File: src/rtl/strobe_timestamper.sv
// Timestamps rising edges on four strobe and four delta pins and emits one
// 47-bit record per event cycle, plus wrap markers on timestamp rollover.
module strobe_timestamper #(
    parameter int unsigned TS_WIDTH = 36
) (
    input  logic        clk,
    input  logic        reset_n,
    input  logic [3:0]  strobe_in,
    input  logic [3:0]  delta_in,
    input  logic [3:0]  strobe_mask,
    input  logic [3:0]  delta_mask,
    input  logic        running,
    output logic        record_rdy,
    output logic [46:0] record,
    output logic [31:0] record_count
);
    localparam int unsigned CH_W       = 8;
    localparam int unsigned TS_FIELD_W = 36;
    localparam int unsigned CNT_W      = 32;

    logic [CH_W-1:0]     s1;
    logic [CH_W-1:0]     s2;
    logic [CH_W-1:0]     prev;
    logic [CH_W-1:0]     hit_c;
    logic [TS_WIDTH-1:0] ts;
    logic                wrap_c;
    logic                event_c;

    // Channel order {delta, strobe} matches the record hit field layout.
    assign hit_c   = s2 & ~prev & {delta_mask, strobe_mask};
    assign wrap_c  = running & (ts == {TS_WIDTH{1'b1}});
    assign event_c = running & ((|hit_c) | wrap_c);

    // Synchronizer and edge history run independently of running.
    always_ff @(posedge clk or negedge reset_n) begin
        if (!reset_n) begin
            s1   <= '0;
            s2   <= '0;
            prev <= '0;
        end else begin
            s1   <= {delta_in, strobe_in};
            s2   <= s1;
            prev <= s2;
        end
    end

    // Free-running timestamp while acquiring, parked at zero otherwise.
    always_ff @(posedge clk or negedge reset_n) begin
        if (!reset_n) begin
            ts <= '0;
        end else if (!running) begin
            ts <= '0;
        end else begin
            ts <= ts + TS_WIDTH'(1);
        end
    end

    // Record capture uses the pre-increment timestamp.
    always_ff @(posedge clk or negedge reset_n) begin
        if (!reset_n) begin
            record_rdy   <= 1'b0;
            record       <= '0;
            record_count <= '0;
        end else begin
            record_rdy <= event_c;
            if (event_c) begin
                record       <= {2'b00, wrap_c, hit_c, TS_FIELD_W'(ts)};
                record_count <= record_count + CNT_W'(1);
            end
        end
    end

endmodule

File: config.mk
export PLATFORM = sky130hd
export DESIGN_NAME = strobe_timestamper
export DESIGN_NICKNAME = d
export VERILOG_FILES = /design/src/rtl/strobe_timestamper.sv
export SDC_FILE = /design/constraint.sdc
export NUM_CORES = 1
export LEC_CHECK = 0
export CAP_MARGIN = 25
export CORE_ASPECT_RATIO = 1.75
export CORE_MARGIN = 5
export CORE_UTILIZATION = 53
export DETAILED_ROUTE_END_ITERATION = 8
export PLACE_DENSITY = 0.8
export REMOVE_ABC_BUFFERS = 1
export SLEW_MARGIN = 20
export SYNTH_ARGS = -nofsm -noshare
export SYNTH_HDL_FRONTEND = slang
export SYNTH_SLANG_ARGS = --single-unit
File: constraint.sdc
create_clock -name clk -period 3.3 [get_ports clk]
set_input_delay 0.33 -clock clk [delete_from_list [all_inputs] [get_ports clk]]
set_output_delay 0.33 -clock clk [all_outputs]
set_load 0.005 [all_outputs]
==> summary.txt <==
STA
  – Fmax: 385.3 MHz
  – Slew @ Worst Pin: 0.9200 ns
  – Unrepaired setup endpoints after global routing: false
  – Hold Fails Final Rpt: 0
  – Post-layout min period: 2.596 ns
  – Worst slew margin: 38.66%
  – Max Slew Vio Count: 0
  – Setup TNS: 0 ns
  – Endpoints failing setup: 0
  – Clk_skew: roughly 0.0067 ns
  – Tcrit/Tclk final: 78.66%

Logic synthesis
  – Synthesized area: 0.005899 mm²
  – Flops & latches, synth: 138
  – Seq/Total Area, Yosys: 58.54%
  – Post-synth top area share: 58.54%
  – Number of synthesized flops with an enable pin: 0
  – Async set-reset flop share out of synthesis: 100.0%
  – Synth area leaders: dfrtp_1 59%, mux2_2 8.6%, xor2_1 5.3%, xnor2_1 3.6%, and2_1 3.2%
  – Distinct cells, synth: 36
  – Avg Inst Size Synth: 12.26 µm²
  – Leading register cell type out of synthesis: dfrtp_1
  – Synth area leader: dfrtp_1
  – Mapped Cells: a little under 500
  – Yosys warnings: 0

Min path
  – Hold WC Path Type: in2async

Pwr
  – Flop pwr share: 46.7%
  – Clock share of power: 45.0%
  – Net switching power: 1.016 mW
  – Pint: 2.926 mW
  – Sw Ratio: 25.77%
  – Leakage: about 3.5 nW
  – Max VDD drop: approximately 0.00046 V
  – Power Dens Cells: 521.1 mW/mm²
  – Combinational cell fraction of total power: 8.3%

Floorplanning
  – Num ports: just under 100
  – Die H: 149.6 µm
  – Row cnt: 51
  – Die area: 0.01342 mm²
  – Initial core utilization: roughly 53%
  – Die width: roughly 90 µm
  – Placeable Area: 0.01104 mm²

Worst setup path
  – Worst-path cell chain: nand4_1 -> nor4_1 -> nand4_2 -> nand2_2 -> buf_12 -> mux2_2
  – CP Max Fanout: 32
  – CP startpoint: ts[22]$_DFF_PN0_
  – Buf+Inv Stages, Crit Path: 1
  – WP depth: 6
  – R2R depth: 6
  – Worst R2R Start: ts[22]$_DFF_PN0_
  – CP Data Required Time: 3.60 ns
  – CP Class: reg2reg
  – Startpoint types: flop
  – Crit-path slowest cell: nor4_1
  – Crit path capture type: flop
  – CP top delay family: simple AND/OR/NAND/NOR gates
  – Arrival time worst endpoint: 2.89 ns
  – Critical path's largest stage delay: 0.57 ns

Finish
  – Multi-input combinational cell area: roughly 0.0023 mm²
  – Area growth syn-to-layout: 28.23%
  – Layout cells sized above 1: 16.56%
  – Nets: 606
  – FF/Latch Area: 0.003453 mm²
  – Final Util: 68.53%
  – ANT cells: 0
  – Fin cells: 730
  – Final instance area: 0.007565 mm²
  – Fill count: a little under 800

GRT
  – Overflow after GRT: 0
  – First-pass GRT wire length: 21,240 µm
  – Largest net degree at the start of global routing: 122
  – Initial antenna violation count: 0
  – Total global-route track usage: 19.62%
  – Vias in the first global route: approximately 4.4k

Drt
  – Vias per inst: approximately 5.6
  – Aggregate routed wire length: 12,830 µm
  – Vias: 4,095
  – DR WL/cell: roughly 18 µm
  – Post-route DRC: 0
  – Drt pass-1 iters: 5
  – DR iter-0 viols: 236
  – Antenna-violating nets left: 0

Clock tree
  – Clk buf depth: 2
  – Resize count post-CTS: 0
  – Worst skew pair latency: 0.42 ns
  – Root buffer cell: clkbuf_16
  – Hold buffers post-CTS: 0
  – CTS buffer count: 17
  – CTS tree: built
  – H-Tree Level Count: 4
  – Clock Sinks: between 100 and 150
  – Clk slew on worst S/H paths: 0.06 ns
  – # Post-CTS Setup Buffers: 0

Placed design
  – Placed Instance Area: 0.007008 mm²
  – GPL Wtd Cong: 0.8697
  – Placed cells: around 700
  – Detailed Place HPWL: 8612 µm
  – IO buf count: 96

Run
  – Max Cap Viol: 0

Status
  – Outcome: complete, no violations
==> cells by family after synthesis <==
| kind of cell | after synthesis | share of synthesized area [%] |
|---|---|---|
| buffers and inverters | 28 | 2.418 |
| multiplexers | 48 | 9.099 |
| adder cells (fa/ha/maj) | 2 | 0.4241 |
| other | 1 | 0.06357 |
| AO/OA/AOI/OAI | 39 | 5.451 |
| AND/OR/NAND/NOR | 165 | 15.10 |
| XOR/XNOR | 60 | 8.908 |
| flip-flops | 138 | 58.54 |
==> placed cells by master, fill, tap and decap left out, types with 6 or more instances in the layout <==
master | netlist | layout
nor3_1 | 6 | 6
inv_6 | 0 | 7
a211oi_1 | 12 | 12
nor2_1 | 20 | 20
nand4_1 | 27 | 27
and2_1 | 30 | 30
clkbuf_16 | 0 | 17
xnor2_1 | 24 | 24
xor2_1 | 36 | 36
and3_1 | 7 | 7
buf_4 | 6 | 9
nand2_1 | 36 | 35
nand3_1 | 21 | 21
mux2_2 | 45 | 45
a21oi_1 | 12 | 12
dfrtp_1 | 138 | 138
inv_1 | 6 | 6
clkdlybuf4s50_1 | 0 | 95
==> cell type report <==
class	count	share of cell area, %
clock buffer	17	5.624
sequential	138	45.65
clock inverter	15	1.704
tap	132	2.183
multi-input combinational	316	30.63
timing repair buffer	106	13.91
inverter	6	0.2977
==> final timing paths <==
| kind | to | slack [ns] |
|---|---|---|
| max reg2reg | record[14]$_DFFE_PN0P_ | 0.70 |
| min | s1[6]$_DFF_PN0_ | 0.05 |
| min reg2reg | s2[0]$_DFF_PN0_ | 0.35 |
| max in group asynchronous | ts[7]$_DFF_PN0_ | 2.50 |
| min in group clk | s2[0]$_DFF_PN0_ | 0.35 |
| max | record[14]$_DFFE_PN0P_ | 0.70 |
==> metal layers <==
layer	track usage (%)	vias up	part of all wire, %
li1	-	1882	-
met1	22.79	2054	38
met2	33.10	131	54
met3	5.885	28	5.2
met4	9.228	0	2.7
met5	0	-	0
==> stage by stage <==
stage	hold slack (ns)	total power, mW	setup WS (ns)
after floorplan	0.03441	1.973	-3.133
after global placement	0.3318	2.178	0.7784
after detailed placement	0.3355	2.190	0.7320
after CTS	0.1288	3.974	0.6738
after global routing	0.1234	4.095	0.4763
final	0.04905	3.942	0.7044
==> synth_stat cells (3+ instances only) <==
| cell type | instances |
|---|---|
| clkbuf_1 | 9 |
| mux2_2 | 45 |
| xnor2_1 | 24 |
| xor2_1 | 36 |
| nand2_1 | 36 |
| nor2b_1 | 3 |
| o22ai_1 | 4 |
| buf_4 | 6 |
| inv_1 | 6 |
| a2111oi_4 | 3 |
| nand4_1 | 27 |
| or2_2 | 3 |
| nand3_1 | 21 |
| a211oi_1 | 12 |
| and3_1 | 7 |
| and2_1 | 30 |
| a21oi_1 | 12 |
| dfrtp_1 | 138 |
| nor2_1 | 20 |
| nand2b_1 | 3 |
| nor3_1 | 6 |
| mux2i_1 | 3 |
| buf_2 | 6 |
==> power groups by stage <==
stage	clock network (mW)	registers, mW	logic [mW]
finish	1.77	1.84	0.326
global placement	0	1.86	0.314
CTS	1.80	1.84	0.333
floorplan	0	1.85	0.118
global route	1.88	1.85	0.357
detailed placement	0	1.87	0.322
==> state kept, by name, summed over array words and instances, names as in the netlist <==
| signal | flops |
|---|---|
| prev | 8 |
| record | 45 |
| record_count | 32 |
| record_rdy | 1 |
| s1 | 8 |
| s2 | 8 |
| ts | 36 |
No activity file was read; power rests on OpenSTA's default activity.
